**src/rtl/key_time_entry_pkg.sv**
```systemverilog
// key_time_entry_pkg
// Shared definitions for the keypad time-entry block: key codes with a
// command meaning, the entry FSM state encoding and the BCD digit limits
// that decide whether a typed digit is legal at a given cursor position.
package key_time_entry_pkg;

  // Keys that carry a command rather than a digit; D, E and F have no meaning
  localparam logic [3:0] KEY_EDIT   = 4'hA;
  localparam logic [3:0] KEY_CANCEL = 4'hB;
  localparam logic [3:0] KEY_LEFT   = 4'hC;
  localparam logic [3:0] KEY_MAX_DIGIT = 4'd9;

  // Largest legal value per position (0 = h10 ... 5 = s1)
  localparam logic [3:0] LIM_H10      = 4'd2;
  localparam logic [3:0] LIM_H1       = 4'd9;
  localparam logic [3:0] LIM_H1_AT_20 = 4'd3;
  localparam logic [3:0] LIM_M10      = 4'd5;
  localparam logic [3:0] LIM_M1       = 4'd9;
  localparam logic [3:0] LIM_S10      = 4'd5;
  localparam logic [3:0] LIM_S1       = 4'd9;

  localparam logic [2:0] POS_FIRST = 3'd0;
  localparam logic [2:0] POS_LAST  = 3'd5;

  typedef enum logic [1:0] {
    ST_IDLE   = 2'd0,
    ST_EDIT   = 2'd1,
    ST_COMMIT = 2'd2
  } state_t;

  // The hour-units limit depends on the tens digit already in the buffer,
  // so that 20..23 is the only legal range once h10 is 2.
  function automatic logic [3:0] digit_limit(input logic [2:0] pos,
                                             input logic [3:0] h10);
    logic [3:0] lim;
    case (pos)
      3'd0:    lim = LIM_H10;
      3'd1:    lim = (h10 == 4'd2) ? LIM_H1_AT_20 : LIM_H1;
      3'd2:    lim = LIM_M10;
      3'd3:    lim = LIM_M1;
      3'd4:    lim = LIM_S10;
      3'd5:    lim = LIM_S1;
      default: lim = 4'd0;
    endcase
    return lim;
  endfunction

endpackage

```
**src/rtl/key_time_entry_press_sync.sv**
```systemverilog
// key_press_sync
// Turns the scanner's key_valid level (asynchronous to clk) into a single
// debounced one-cycle press event with the matching key code.
// Ports:
//   clk, reset          : system clock, synchronous active-high reset
//   key_valid, key_code : raw scanner level and code
//   press               : one-cycle pulse per accepted key press
//   code                : key code captured with the press, held until the next
module key_press_sync #(
  parameter int STABLE_CYCLES = 4
) (
  input  logic       clk,
  input  logic       reset,
  input  logic       key_valid,
  input  logic [3:0] key_code,
  output logic       press,
  output logic [3:0] code
);

  localparam int CW = $clog2(STABLE_CYCLES + 1);
  localparam logic [CW-1:0] CNT_MAX = CW'(STABLE_CYCLES);

  logic          valid_meta;
  logic          valid_sync;
  logic [3:0]    code_meta;
  logic [3:0]    code_sync;
  logic          level;
  logic [CW-1:0] stable_cnt;
  logic [CW-1:0] cnt_next;
  logic          armed;
  logic          settled;

  // Two-flop synchronizers for the level and every code bit
  always_ff @(posedge clk) begin
    if (reset) begin
      valid_meta <= 1'b0;
      valid_sync <= 1'b0;
      code_meta  <= 4'd0;
      code_sync  <= 4'd0;
    end else begin
      valid_meta <= key_valid;
      valid_sync <= valid_meta;
      code_meta  <= key_code;
      code_sync  <= code_meta;
    end
  end

  // A change of the synced level restarts the count at one, since the cycle
  // of the change is itself the first cycle at the new level.
  always_comb begin
    if (valid_sync != level)
      cnt_next = CW'(1);
    else if (stable_cnt == CNT_MAX)
      cnt_next = CNT_MAX;
    else
      cnt_next = stable_cnt + CW'(1);
  end

  assign settled = (cnt_next == CNT_MAX);

  // Press fires once when a high level settles while armed; only a settled
  // low level re-arms, so holding a key never repeats.
  always_ff @(posedge clk) begin
    if (reset) begin
      level      <= 1'b0;
      stable_cnt <= '0;
      armed      <= 1'b0;
      press      <= 1'b0;
      code       <= 4'd0;
    end else begin
      level      <= valid_sync;
      stable_cnt <= cnt_next;
      press      <= 1'b0;
      if (settled && valid_sync && armed) begin
        press <= 1'b1;
        armed <= 1'b0;
        code  <= code_sync;
      end else if (settled && !valid_sync) begin
        armed <= 1'b1;
      end
    end
  end

endmodule

```
**src/rtl/key_time_entry.sv**
```systemverilog
// key_time_entry
// Keypad-driven HH:MM:SS time entry. A debounced press of A opens an edit
// session on a copy of the live time; digits overwrite the BCD buffer at the
// cursor with range checking, C moves the cursor left, B abandons the edit
// and A commits it to set_time with a one-cycle strobe. An idle edit session
// is abandoned after TIMEOUT_CYCLES.
// Ports:
//   clk, reset          : system clock, synchronous active-high reset
//   key_valid, key_code : raw scanner level and code
//   cur_time            : live BCD time, copied into the buffer on edit entry
//   set_time/set_strobe : committed time and its one-cycle update pulse
//   editing, cursor     : edit session flag and position (0 = h10 .. 5 = s1)
//   edit_buf            : working BCD buffer for the display
//   digit_err           : one-cycle pulse when a digit is out of range
module key_time_entry
  import key_time_entry_pkg::*;
#(
  parameter int STABLE_CYCLES  = 4,
  parameter int TIMEOUT_CYCLES = 500_000_000
) (
  input  logic        clk,
  input  logic        reset,
  input  logic        key_valid,
  input  logic [3:0]  key_code,
  input  logic [23:0] cur_time,
  output logic [23:0] set_time,
  output logic        set_strobe,
  output logic        editing,
  output logic [2:0]  cursor,
  output logic [23:0] edit_buf,
  output logic        digit_err
);

  localparam int TW = (TIMEOUT_CYCLES > 1) ? $clog2(TIMEOUT_CYCLES) : 1;
  localparam logic [TW-1:0] TMO_LAST = TW'(TIMEOUT_CYCLES - 1);

  logic          press;
  logic [3:0]    code;

  state_t        state, state_nxt;
  logic [2:0]    pos, pos_nxt;
  logic [23:0]   buf_nxt;
  logic [23:0]   set_time_nxt;
  logic          strobe_nxt;
  logic          err_nxt;
  logic [TW-1:0] tmo_cnt, tmo_nxt;

  key_press_sync #(
    .STABLE_CYCLES(STABLE_CYCLES)
  ) u_press_sync (
    .clk       (clk),
    .reset     (reset),
    .key_valid (key_valid),
    .key_code  (key_code),
    .press     (press),
    .code      (code)
  );

  always_ff @(posedge clk) begin
    if (reset) begin
      state      <= ST_IDLE;
      pos        <= POS_FIRST;
      edit_buf   <= 24'd0;
      set_time   <= 24'd0;
      set_strobe <= 1'b0;
      digit_err  <= 1'b0;
      tmo_cnt    <= '0;
    end else begin
      state      <= state_nxt;
      pos        <= pos_nxt;
      edit_buf   <= buf_nxt;
      set_time   <= set_time_nxt;
      set_strobe <= strobe_nxt;
      digit_err  <= err_nxt;
      tmo_cnt    <= tmo_nxt;
    end
  end

  // Inside EDIT a press always takes priority over the timeout, and any
  // press (even an ignored key) restarts the idle count.
  always_comb begin
    state_nxt    = state;
    pos_nxt      = pos;
    buf_nxt      = edit_buf;
    set_time_nxt = set_time;
    strobe_nxt   = 1'b0;
    err_nxt      = 1'b0;
    tmo_nxt      = tmo_cnt;
    case (state)
      ST_IDLE: begin
        if (press && code == KEY_EDIT) begin
          state_nxt = ST_EDIT;
          buf_nxt   = cur_time;
          pos_nxt   = POS_FIRST;
          tmo_nxt   = '0;
        end
      end
      ST_EDIT: begin
        if (press) begin
          tmo_nxt = '0;
          if (code <= KEY_MAX_DIGIT) begin
            if (code <= digit_limit(pos, edit_buf[23:20])) begin
              for (int i = 0; i < 6; i++) begin
                if (pos == 3'(i))
                  buf_nxt[20-4*i +: 4] = code;
              end
              // Entering 2x hours would make an existing 24..29 illegal
              if (pos == POS_FIRST && code == 4'd2 && edit_buf[19:16] > LIM_H1_AT_20)
                buf_nxt[19:16] = 4'd0;
              if (pos != POS_LAST)
                pos_nxt = pos + 3'd1;
            end else begin
              err_nxt = 1'b1;
            end
          end else if (code == KEY_LEFT) begin
            if (pos != POS_FIRST)
              pos_nxt = pos - 3'd1;
          end else if (code == KEY_CANCEL) begin
            state_nxt = ST_IDLE;
            pos_nxt   = POS_FIRST;
          end else if (code == KEY_EDIT) begin
            state_nxt = ST_COMMIT;
          end
        end else if (tmo_cnt == TMO_LAST) begin
          state_nxt = ST_IDLE;
          pos_nxt   = POS_FIRST;
        end else begin
          tmo_nxt = tmo_cnt + TW'(1);
        end
      end
      ST_COMMIT: begin
        set_time_nxt = edit_buf;
        strobe_nxt   = 1'b1;
        pos_nxt      = POS_FIRST;
        state_nxt    = ST_IDLE;
      end
      default: begin
        state_nxt = ST_IDLE;
        pos_nxt   = POS_FIRST;
      end
    endcase
  end

  assign editing = (state == ST_EDIT);
  assign cursor  = editing ? pos : 3'd0;

endmodule

```
**config.mk**
```make
export PLATFORM = sky130hd
export DESIGN_NAME = key_time_entry
export DESIGN_NICKNAME = d
export VERILOG_FILES = /design/src/rtl/key_time_entry_pkg.sv /design/src/rtl/key_time_entry_press_sync.sv /design/src/rtl/key_time_entry.sv
export SDC_FILE = /design/constraint.sdc
export NUM_CORES = 1
export LEC_CHECK = 0
export BUFFER_PORTS_ARGS = -buffer_cell sky130_fd_sc_hd__clkbuf_2
export CAP_MARGIN = 20
export CORE_MARGIN = 5
export CORE_UTILIZATION = 55
export CTS_CLUSTER_SIZE = 16
export DETAILED_ROUTE_END_ITERATION = 10
export PLACE_DENSITY_LB_ADDON = 0.05
export SYNTH_ARGS = -nofsm -noshare
export SYNTH_HDL_FRONTEND = slang
export SYNTH_HIERARCHICAL = 1
export SYNTH_SLANG_ARGS = --single-unit
```
**constraint.sdc**
```tcl
create_clock -name clk -period 3.4 [get_ports clk]
set_input_delay 0 -clock clk [delete_from_list [all_inputs] [get_ports clk]]
set_output_delay 0 -clock clk [all_outputs]
set_load 0.1 [all_outputs]
```
### Yosys cells after proc, flatten, opt, wreduce, memory -nomap -nowiden

Cells that the tools add are included.

* register bits after elaboration: 104
* bits in latches: 0
* memory bits (writable): 0
* bits in read-only memories: 0
* input port bits: 31
* output and inout port bits: 54
* memories: 0

* $add $sub $neg: 4
* $mul: 0
* divide/modulo/power cells: 0
* order comparisons: 3
* eq/ne operators: 36
* shift-type cells: 0
* mux-type cells: 45
* bitwise operators: 3
* reductions and logical operators: 24

Operators with widths (number)
* 24-bit 2-to-1 mux: 4
* 29-bit 2-to-1 mux: 3
* 29-bit case mux with 2 select lines: 1
* 24-bit case mux with 2 select lines: 1
* 4-bit 2-to-1 mux: 11
* 6-bit AND reduction: 7
* 3-bit 2-to-1 mux: 12
* 29-bit by 1-bit adder with 29-bit output (second input constant): 1
* 29-bit equality test (second input constant): 1
* 2-bit by 1-bit != test with 1-bit output (second input constant): 8
* 4-bit case mux with 4 select lines: 1
* 2-bit 2-to-1 mux: 7
* 3-bit equality test (second input constant): 4
* 4-bit equality test (second input constant): 3
* 4-bit != test (second input constant): 3
* 5-bit != test (second input constant): 2
* 3-bit != test (second input constant): 3
* 4-bit by 2-bit equality test with 1-bit output (second input constant): 2
* 3-bit by 1-bit adder with 3-bit output (second input constant): 2
* 3-bit by 2-bit equality test with 1-bit output (second input constant): 2
* 1-bit logical AND: 6
* 3-bit by 1-bit != test with 1-bit output (second input constant): 2
* 3-bit case mux with 2 select lines: 1
* 2-bit OR reduction: 3
* 21 further kinds: 25

### Longest topological paths before layout

Gate-level depths: netlist of the first run.

* word-level depth: 11
* mapped depth: 13
* depth with buffers taken out: 12

### By module

The synthesis of the first run kept the hierarchy.

By module, submodules not included
* key_time_entry: times used 1, cells each 519, area each 4156.5 µm², sequential area each 1681.6 µm²
* key_press_sync: times used 1, cells each 64, area each 721.9 µm², sequential area each 400.4 µm²

### Least setup slack after synthesis of the first run

Ideal clock, no wire load.

* path type: reg-to-reg
* start: register edit_buf[23]
* end: register edit_buf[16]
* library setup time: 0.134 ns
* data arrival time: 2.822 ns
* required time: 3.266 ns
* slack: 0.444 ns
* stages on the path, launching flop included: 10
* path buffers: 0
* period minus slack after synthesis: 2.956 ns
* cells stage by stage: dfxtp_1 > nor4_1 > a31oi_1 > ha_1 > nor2b_1 > o211ai_1 > a21oi_1 > o41ai_1 > and2_1 > a211oi_1

* word-level cells in the longest chain between the ends: 9

Ends and longest elaborated chain
* from (decl): line key_time_entry.sv:30 `output logic [23:0] edit_buf,`
* from (signal assigned): line key_time_entry.sv:71 `edit_buf <= buf_nxt;`
* 4-bit by 2-bit equality test with 1-bit output: line key_time_entry_pkg.sv:38 `3'd1: lim = (h10 == 4'd2) ? LIM_H1_AT_20 : LIM_H1;`
* 4-bit 2-to-1 mux: line key_time_entry_pkg.sv:38
* 4-bit case mux with 4 select lines: line key_time_entry_pkg.sv:36 `case (pos)`
* 4-bit 2-to-1 mux: line key_time_entry.sv:101 `if (code <= KEY_MAX_DIGIT) begin`
* 4-bit 2-to-1 mux: line key_time_entry.sv:99 `if (press) begin`
* 4-bit 2-to-1 mux: line key_time_entry.sv:89 `case (state)`
* 4-bit <= comparator: line key_time_entry.sv:102 `if (code <= digit_limit(pos, edit_buf[23:20])) begin`
* 2-bit by 1-bit != test with 1-bit output (no source line)
* 6-bit AND reduction (no source line)

No other way between the ends. The select of a mux whose other input is x is not followed.
A chain may end at the register's enable or synchronous reset.

### Worst setup path in the final report of the first run

* start: register pos[0]
* end: register edit_buf[1]

* word-level cells in the longest chain between the ends: 9
* elaborated cells between the ends (all ways): 16
* those cells by class: order compare: 1; eq/ne: 7; mux: 4; reduce/logical: 4

Ends and longest elaborated chain
* from (decl): line key_time_entry.sv:41 `logic [2:0] pos, pos_nxt;`
* from (signal assigned): line key_time_entry.sv:70 `pos <= pos_nxt;`
* 3-bit by 2-bit equality test with 1-bit output, or another cell as far along: line key_time_entry_pkg.sv:36
* 2-bit OR reduction (no source line)
* 4-bit case mux with 4 select lines: line key_time_entry_pkg.sv:36
* 4-bit 2-to-1 mux: line key_time_entry.sv:101
* 4-bit 2-to-1 mux: line key_time_entry.sv:99
* 4-bit 2-to-1 mux: line key_time_entry.sv:89
* 4-bit <= comparator: line key_time_entry.sv:102
* 2-bit by 1-bit != test with 1-bit output (no source line)
* 6-bit AND reduction (no source line) *

Every way passes the cells marked *; elsewhere a longest branch is shown, timed or not. The select of a mux whose other input is x is not followed.

==> out/results.ini, run 1 <==
[status]
status = finished clean

[synthesis]
synthArstFlopShare_pct = 0
synth_fp_nets = 627
synth-simple-area-share_pct = 24.0
synth_area_sq_um = 4880
synth-adder-area-share_pct = 3.33
synth_top_area_share_pct = 42.7
synthMuxAreaShare_pct = 2.31
yosys-top-cells-area = dfxtp_1, a21oi_1, nand2_1, a211oi_1, ha_1
synth.avg_cell_area_sq_um = 8.37
ys_warn_count = 6
synth_compound_area_share_pct = 22.6
synth-xor-area-share_pct = 0.692
synth_cell_type_count = 57
yosysSeqAreaShare_pct = 42.7
synth_top_family_by_area = simple AND/OR/NAND/NOR gates
synth_cells = 583
synth_ff_type = dfxtp_1
yosys.area.top_type = dfxtp_1
synth_edf_count = 0
ys_seq_elements = 104

[floorplanning]
rows = 34
die_w_um = 104
die_y_um = 104
core_sq_um = 8680
io_pins = 85
start_util_pct = 56.2
die_area_sq_um = 10900

[min_path]
worstHoldStart = cur_time[22]
whs_path_depth = 3
hold_path.class = in -> reg
whs_endpoint = edit_buf[22]$_SDFFE_PP0P_

[worst_setup_path]
critPathMaxFanout = 20
r2r_cells = 11
crit_path_start_kind = flop
crit_type = reg -> reg
reg2reg_from = pos[0]$_SDFFE_PP0P_
cp-end-kind = flop
crit_arrival_ps = 3180
rrSetupSlack_ps = 420
cp_data_required_time_ps = 3600
reg2reg_to = edit_buf[1]$_SDFFE_PP0P_

[routing]
drtPass1Iterations = 5
drt-wirelength-per-cell_um = 15.6
drc = 0
vias = 4549
routed_wl_mm = 12.2
drtIter0Drc = 229
post_drt_via_cell_ratio = 5.82
drtAntennaViolNets = 0

[timing]
finalSetupViolations = 0
slew_viol_final = 0
rsz0062_at_grt = false
slew_headroom_pct = 37.5
hold_viol = 0
period_share_pct = 87.7
fmax_mhz = 335
period_needed_ps = 2980
max_slew.worst_pin.slew_ps = 938
layout_setup_ws_ps = 419
clock-skew-final_ps = 15.4
timing.hold.ws_ps = 3.38
tns_ps = 0

[final_layout]
nFillCells = 731
n_antenna_cell = 0
fin_cells = 781
multi_input_area_sq_um = 2580
areaGrowthSynthToFinish_pct = 16.8
final_cell_mix = dfxtp_1, clkbuf_2, a21oi_1
fin_util_pct = 65.6
fin_nets = 712
seq_area_sq_um = 2080
drive_above_1_share_pct = 18.3
final_common_cell = dfxtp_1

[place]
pre_cts_ws_ps = 498
io_buffers = 84
place_inst = 748
place_hpwl_mm = 8.49
gp_congestion = 0.867

[clock_network]
h-tree-depth = 3
cts_resized = 0
postCtsSetupBuffers = 0
clk_path_buf_depth = 2
cts-root-buf = clkbuf_8
cts_buffers = 9
cts_tree = yes
numClockSinks = 104
insertion_delay_ps = 360
cts.clk_slew.worst_paths_ps = 100

[global_route]
grt-ovfl-total = 0
grt_max_degree = 46
grt_pass1_wl_mm = 20.5
antenna_found_initial = 0
grtUsageTotal_pct = 22.2
grt_pass1_vias = 4294

[run]
cap_violations = 0

[power_and_ir_drop]
power_density_nw_per_um2 = 368
p_leak_nw = 2.08
ir_worst_vdd_mv = 0.243

==> synthesized netlist by cell type, types with 8 or more instances <==
master,count
dfxtp_1,104
a21oi_1,78
nand2_1,77
nor2_1,37
o21ai_0,27
a211oi_1,26
clkbuf_1,26
or3_1,20
nor2b_1,17
nand3_1,16
o22ai_1,15
ha_1,13
nand2b_1,13
mux2i_1,9
nand4_1,9
inv_1,8
o211ai_1,8
==> power by group <==
group / leakage, nW / internal (W) / switching [W] / total, W
Sequential: 0.840 / 0.00123 / 0.00000420 / 0.00123
Clock: 0.0929 / 0.000344 / 0.000431 / 0.000775
Combinational: 1.15 / 0.0000463 / 0.0000438 / 0.0000901
==> sequential cells by signal, summed over array words and instances, names as in the netlist <==
signal,count
digit_err,1
edit_buf,24
pos,3
set_strobe,1
set_time,24
state,2
tmo_cnt,29
u_press_sync/armed,1
u_press_sync/code,4
u_press_sync/code_meta,4
u_press_sync/code_sync,4
u_press_sync/level,1
u_press_sync/press,1
u_press_sync/stable_cnt,3
u_press_sync/valid_meta,1
u_press_sync/valid_sync,1
==> metal layers <==
metal  vias up  global-route usage (%)  part of all wire (%)
met5         -                       0                     0
met4         0                    7.31                   1.9
met3        23                    3.41                   5.3
met2       154                    37.6                    49
met1      2100                    28.9                    44
li1       2272                       -                     -
==> what timing repair did <==
item                                    CTS  global route
hold endpoints to repair                 17             0
endpoints found under the setup margin    0             0
hold buffers                             17             0
==> metrics by stage <==
stage	power (W)	area, sq um
after floorplan	0.00130	4880
after global placement	0.00133	5330
after detailed placement	0.00133	5330
after CTS	0.00211	5700
after global routing	0.00217	5700
final	0.00210	5700
==> logic make-up (layout without fill, tap and decap cells) <==
logic type,count (synthesis),in the layout
flip-flops,104,104
buffers and inverters,47,137
XOR/XNOR,3,3
AND/OR/NAND/NOR,224,224
multiplexers,11,11
adder cells (fa/ha/maj),13,13
AO/OA/AOI/OAI,181,181
==> critical path: stages, from the launching register on <==
cell and delay, ps:
dfxtp_1 400, inv_1 120, ha_1 270, nor2b_1 170, a31oi_1 170, ha_1 260, nor2b_1 130, o211ai_1 150
a21oi_1 160, o21ai_1 170, and2_1 640, a211oi_1 170
==> layout make-up <==
class	count	share of cell area, %
repair buffers	111	11.7
clock buffers	10	2.24
multi-input cells	432	45.3
inverters	10	0.703
well taps	108	2.37
flip-flops and latches	104	36.5
clock inverters	6	1.19
==> worst max path at each step <==
| stage | start | to | slack (ps) |
|---|---|---|---|
| 5_1_grt | pos[0]$_SDFFE_PP0P_ | edit_buf[1]$_SDFFE_PP0P_ | 190 |
| 2_1_floorplan | edit_buf[23]$_SDFFE_PP0P_ | edit_buf[16]$_SDFFE_PP0P_ | 440 |
| 3_5_place_dp | pos[0]$_SDFFE_PP0P_ | edit_buf[3]$_SDFFE_PP0P_ | 500 |
| 4_1_cts | pos[0]$_SDFFE_PP0P_ | edit_buf[1]$_SDFFE_PP0P_ | 470 |
| 6_report | pos[0]$_SDFFE_PP0P_ | edit_buf[1]$_SDFFE_PP0P_ | 420 |
| 3_3_place_gp | pos[0]$_SDFFE_PP0P_ | edit_buf[15]$_SDFFE_PP0P_ | 640 |
No activity file was read; power rests on OpenSTA's default activity.
==> run 2: changes to the inputs <==
clock period = 3.8 ns   (was 3.4 ns; I/O delays follow)
==> run 2 against run 1 <==
- global-route usage up 0.61 points
- register-to-register slack better by 300 ps
- final area up 1.1%
- non-clock buffer count up 3
- die area unchanged
- sequential cell count unchanged
- via count up 0.81%
- clock-buffer cell count down 1
- fmax down 3.3%
- core utilization up 0.74 points
- largest power group unchanged
==> out/results.ini, run 2 (synthesis results as in run 1) <==
[final_layout]
areaGrowthSynthToFinish_pct = 18.1
multi_input_area_sq_um = 2580  ; unchanged
top_register = tmo_cnt
n_antenna_cell = 0  ; unchanged
drive_above_1_share_pct = 17.5  ; -0.79 points
largestRegisters = tmo_cnt: 29 flops, edit_buf: 24 flops, set_time: 24 flops
fin_util_pct = 66.4  ; +0.74 points
fin_nets = 715  ; +0.42%
final_common_cell = dfxtp_1
nFillCells = 741  ; +1.4%
final_cell_mix = dfxtp_1, clkbuf_2, a21oi_1
largest_register_ff_count = 29  ; unchanged
seq_area_sq_um = 2080  ; unchanged

[global_route]
grt_max_degree = 55  ; +20%
grt_pass1_wl_mm = 20.9  ; +1.7%
antenna_found_initial = 0  ; unchanged
grt-ovfl-total = 0  ; unchanged
grt_pass1_vias = 4180  ; -2.7%
grtUsageTotal_pct = 22.8  ; +0.61 points

[place]
pre_cts_ws_ps = 824  ; +326 ps
place_hpwl_mm = 8.41  ; -0.93%
gp_congestion = 0.890  ; +2.7%
io_buffers = 84  ; unchanged

[routing]
post_drt_via_cell_ratio = 5.86  ; +0.56%
drt-wirelength-per-cell_um = 15.9  ; +2.0%
routed_wl_mm = 12.5  ; +2.2%
drtIter0Drc = 231  ; +0.87%
drtPass1Iterations = 5  ; unchanged
drtAntennaViolNets = 0  ; unchanged
drc = 0  ; unchanged
vias = 4586  ; +0.81%

[timing]
slew_headroom_pct = 35.5  ; -2.0 points
slew_viol_final = 0  ; unchanged
finalSetupViolations = 0  ; unchanged
clock-skew-final_ps = 9.57  ; -5.80 ps
hold_viol = 0  ; unchanged
period_needed_ps = 3080  ; +102 ps
max_slew.worst_pin.slew_ps = 968  ; +29.7 ps
period_share_pct = 81.1  ; -6.5 points
tns_ps = 0  ; unchanged
fmax_mhz = 324  ; -3.3%
layout_setup_ws_ps = 717  ; +298 ps
rsz0062_at_grt = false

[floorplanning]
die_y_um = 104  ; unchanged
io_pins = 85  ; unchanged
core_sq_um = 8680  ; unchanged
die_area_sq_um = 10900  ; unchanged
start_util_pct = 56.2  ; unchanged
die_w_um = 104  ; unchanged
rows = 34  ; unchanged

[power_and_ir_drop]
combPwrFrac_pct = 4.4  ; about the same
p_sw_w = 0.000430  ; -10%
clkPwrFrac_pct = 39.0  ; +2.0 points
power_density_nw_per_um2 = 338  ; -8.1%
swShare_pct = 22.1  ; -0.77 points
ir_worst_vdd_mv = 0.198  ; -19%
p_int_w = 0.00152  ; -6.2%
p_leak_nw = 2.10  ; +1.1%
seqPwrFrac_pct = 56.5  ; -2.2 points

[clock_network]
cts_tree = yes
cts_buffers = 9  ; unchanged
clk_path_buf_depth = 2  ; unchanged
cts.clk_slew.worst_paths_ps = 100  ; about the same
postCtsSetupBuffers = 0  ; unchanged
cts-root-buf = clkbuf_8
insertion_delay_ps = 370  ; about the same
cts_resized = 0  ; unchanged
cts-hold-fix-buffers = 25  ; +8
numClockSinks = 104  ; unchanged
h-tree-depth = 3  ; unchanged

[worst_setup_path]
crit_type = reg -> reg
crit_path_start_kind = flop
cp_data_required_time_ps = 4040  ; +440 ps
max_stage_delay_ps = 700  ; +60 ps
critPathMaxFanout = 5  ; -75%
worst_path_max_delay_cell = o41ai_1
crit_family = compound AO/OA/AOI/OAI gates
path_cells = inv_1 > ha_1 > nor2b_1 > a31oi_1 > ha_1 > nor2b_1 > o211ai_1 > a21oi_1 > o41ai_1 > and2_1 > a211oi_1
cp-end-kind = flop
crit_arrival_ps = 3320  ; +140 ps
path_buf_inv = 1  ; unchanged

[status]
status = finished clean

[min_path]
hold_path.class = in -> reg

[run]
cap_violations = 0  ; unchanged

## run 2: worst min-delay path, stage by stage
cell and delay (ps):
clkbuf_2 90, o22ai_1 170, a211oi_1 90
## run 2: worst paths after layout
kind                                          end  slack (ps)  depth (start not counted)                                  from
max reg2reg             edit_buf[19]$_SDFFE_PP0P_         720                         11                   pos[0]$_SDFFE_PP0P_
max                     edit_buf[19]$_SDFFE_PP0P_         720                         11                   pos[0]$_SDFFE_PP0P_
min reg2reg  u_press_sync/code_sync[0]$_SDFF_PP0_         450                          1  u_press_sync/code_meta[0]$_SDFF_PP0_
min                     edit_buf[15]$_SDFFE_PP0P_          20                          3                          cur_time[15]
## run 2: cell type report
class                      count  area share [%]
sequential                   104            36.1
multi-input combinational    432            44.8
timing repair buffer         114            12.3
clock inverter                 6            1.61
clock buffer                   9            2.15
tap                          108            2.35
inverter                      10           0.695
## run 2: power by group through the flow
stage / combinational (W) / clock, W / sequential, W
2_1_floorplan: 0.0000415 / 0 / 0.00113
3_3_place_gp: 0.0000653 / 0 / 0.00113
3_5_place_dp: 0.0000657 / 0 / 0.00113
4_1_cts: 0.0000864 / 0.000772 / 0.00110
5_1_grt: 0.0000961 / 0.000813 / 0.00110
6_report: 0.0000866 / 0.000760 / 0.00110
## run 2: metal layers
layer	track usage, %	wire length (um)	vias up
met5	0	0	-
met2	38.3	6030	166
met3	4.16	725	26
met4	9.90	306	0
met1	28.6	5410	2118
li1	-	-	2276
## run 2: per-stage QoR
stage | power (W) | std cells | instance area (sq um) | hold slack, ps
floorplan | 0.00117 | 583 | 4880 | 79.4
global placement | 0.00119 | 743 | 5290 | 206
detailed placement | 0.00119 | 743 | 5290 | 218
CTS | 0.00196 | 783 | 5760 | 2.31
global route | 0.00201 | 783 | 5760 | 9.31
finish | 0.00195 | 783 | 5760 | 18.1
==> run 3: changes to the inputs <==
clock period = 3.1 ns   (was 3.8 ns; I/O delays follow)
==> run 3 against run 2 <==
- setup slack got worse by 470 ps
- non-clock buffer count increased by 8
- hold slack better by 9.3 ps
- clock-buffer cell count unchanged
- clock power up 3.8%
- sequential cell count is the same
==> out/results.ini, run 3 (synthesis results as in run 1) <==
[final_layout]
design_area_sq_um = 5790  ; +0.50%
fin_util_pct = 66.7  ; +0.33 points
drive_above_1_share_pct = 18.6  ; +1.1 points
areaGrowthSynthToFinish_pct = 18.7
largestRegisters = tmo_cnt: 29 flops, edit_buf: 24 flops, set_time: 24 flops
fin_cells = 791  ; +1.0%
final_common_cell = dfxtp_1
fin_nets = 723  ; +1.1%
final_cell_mix = dfxtp_1, clkbuf_2, a21oi_1, nand2_1, nor2_1
top_register = tmo_cnt
largest_register_ff_count = 29  ; unchanged
n_antenna_cell = 0  ; unchanged

[floorplanning]
start_util_pct = 56.2  ; unchanged
die_y_um = 104  ; unchanged
rows = 34  ; unchanged
core_sq_um = 8680  ; unchanged
io_pins = 85  ; unchanged
die_area_sq_um = 10900  ; unchanged
die_w_um = 104  ; unchanged

[worst_setup_path]
crit_arrival_ps = 3090  ; -230 ps
critPathMaxFanout = 5  ; unchanged
rrSetupSlack_ps = 250  ; -470 ps
r2r_cells = 12  ; +1
cp-end-kind = flop
crit_path_start_kind = flop
crit_end = edit_buf[17]$_SDFFE_PP0P_
reg2reg_to = edit_buf[17]$_SDFFE_PP0P_
crit_type = reg -> reg
reg2reg_from = pos[0]$_SDFFE_PP0P_
cp_data_required_time_ps = 3340  ; -700 ps
crit_start = pos[0]$_SDFFE_PP0P_

[global_route]
grt_max_degree = 46  ; -16%
grt.busiest_layer = met2
met3_usage_pct = 5.09  ; +0.93 points
antenna_found_initial = 0  ; unchanged
use_met1_pct = 28.7  ; +0.089 points
grt-ovfl-total = 0  ; unchanged
grt_pass1_wl_mm = 21.1  ; +0.76%
global_route.usage.met2_pct = 39.0  ; +0.77 points
grtUsageTotal_pct = 22.9  ; +0.063 points
grt_pass1_vias = 4370  ; +4.5%

[place]
gp_congestion = 0.886  ; -0.38%
place_inst = 750  ; +0.94%
placed_area_sq_um = 5350  ; +0.99%
io_buffers = 84  ; unchanged
place_hpwl_mm = 8.64  ; +2.8%

[timing]
max_slew.worst_pin.slew_ps = 955  ; -13.0 ps
tns_ps = 0  ; unchanged
period_needed_ps = 2850  ; -232 ps
timing.hold.ws_ps = 27.4  ; +9.34 ps
slew_viol_final = 0  ; unchanged
period_share_pct = 92.0  ; +11 points
hold_viol = 0  ; unchanged
finalSetupViolations = 0  ; unchanged
fmax_mhz = 351  ; +8.2%
clock-skew-final_ps = 11.1  ; +1.56 ps
slew_headroom_pct = 36.3  ; +0.87 points

[clock_network]
cts-root-buf = clkbuf_8
cts.clk_slew.worst_paths_ps = 100  ; about the same
insertion_delay_ps = 370  ; about the same
numClockSinks = 104  ; unchanged
h-tree-depth = 3  ; unchanged
cts_tree = yes
cts_buffers = 9  ; unchanged
clk_path_buf_depth = 2  ; unchanged

[status]
status = finished clean

[routing]
drt-wirelength-per-cell_um = 15.7  ; -1.5%
drc = 0  ; unchanged
drtPass1Iterations = 5  ; unchanged
routed_wl_mm = 12.4  ; -0.45%
drtIter0Drc = 172  ; -26%
vias = 4636  ; +1.1%
drtAntennaViolNets = 0  ; unchanged
post_drt_via_cell_ratio = 5.86  ; about the same

[power_and_ir_drop]
p_int_w = 0.00171  ; +12%
clkPwrFrac_pct = 35.1  ; -3.9 points
combPwrFrac_pct = 4.8  ; +0.4 points
ir_worst_vdd_mv = 0.272  ; +38%
swShare_pct = 24.1  ; +2.0 points
p_sw_w = 0.000543  ; +26%
seqPwrFrac_pct = 60.0  ; +3.5 points
power_density_nw_per_um2 = 388  ; +15%
p_leak_nw = 2.11  ; +0.64%

[min_path]
hold_path.class = in -> reg

[run]
cap_violations = 0  ; unchanged

==> run 3: per-stage QoR <==
stage | worst slack, ps | power (W)
6_report | 249 | 0.00225
5_1_grt | -7.72 | 0.00233
4_1_cts | 148 | 0.00227
3_5_place_dp | 178 | 0.00146
3_3_place_gp | 320 | 0.00146
2_1_floorplan | 144 | 0.00143
==> run 3: cell type report <==
| class | instances | area (sq um) |
|---|---|---|
| Inverter | 10 | 40.0 |
| Clock buffer | 9 | 124 |
| Sequential cell | 104 | 2080 |
| Fill cell | 761 | 2890 |
| Clock inverter | 6 | 53.8 |
| Timing Repair Buffer | 122 | 771 |
| Tap cell | 108 | 135 |
| Multi-Input combinational cell | 432 | 2580 |
==> run 3: timing repair <==
| action | CTS | global route |
|---|---|---|
| gates resized for setup | 0 | 2 |
| setup endpoints to repair | 0 | 24 |
| hold endpoints to repair | 26 | 0 |
| buffers inserted | 0 | 0 |
| hold buffers | 26 | 0 |
==> run 3: worst min path at each step <==
stage,startpoint,depth (start not counted),slack (ps),to
6_report,cur_time[12],3,30,edit_buf[12]$_SDFFE_PP0P_
5_1_grt,cur_time[13],3,9,edit_buf[13]$_SDFFE_PP0P_
4_1_cts,cur_time[12],3,2,edit_buf[12]$_SDFFE_PP0P_
3_5_place_dp,key_valid,2,220,u_press_sync/valid_meta$_SDFF_PP0_
3_3_place_gp,key_code[3],2,210,u_press_sync/code_meta[3]$_SDFF_PP0_
2_1_floorplan,reset,1,80,u_press_sync/level$_SDFF_PP0_
==> run 3: per-layer routing <==
layer	up-vias	routed length [um]
met5	-	0
met4	0	229
met3	21	721
met2	151	6160
met1	2163	5300
li1	2301	-
==> run 3: critical path, stage by stage, from the launching register on <==
cell and delay, ps:
dfxtp_1 400, inv_1 120, ha_1 270, nor2b_1 180, a31oi_1 170, ha_1 260
nor2b_1 140, o211ai_1 190, a21oi_2 120, o41ai_1 370, buf_4 200, and2_1 210
a211oi_1 100
==> run 3: power groups by stage <==
| stage | Sequential, W | Clock, W | Combinational (W) |
|---|---|---|---|
| finish | 0.00135 | 0.000789 | 0.000109 |
| global route | 0.00135 | 0.000857 | 0.000121 |
| CTS | 0.00135 | 0.000810 | 0.000109 |
| detailed placement | 0.00138 | 0 | 0.0000823 |
| global placement | 0.00138 | 0 | 0.0000805 |
| floorplan | 0.00138 | 0 | 0.0000508 |
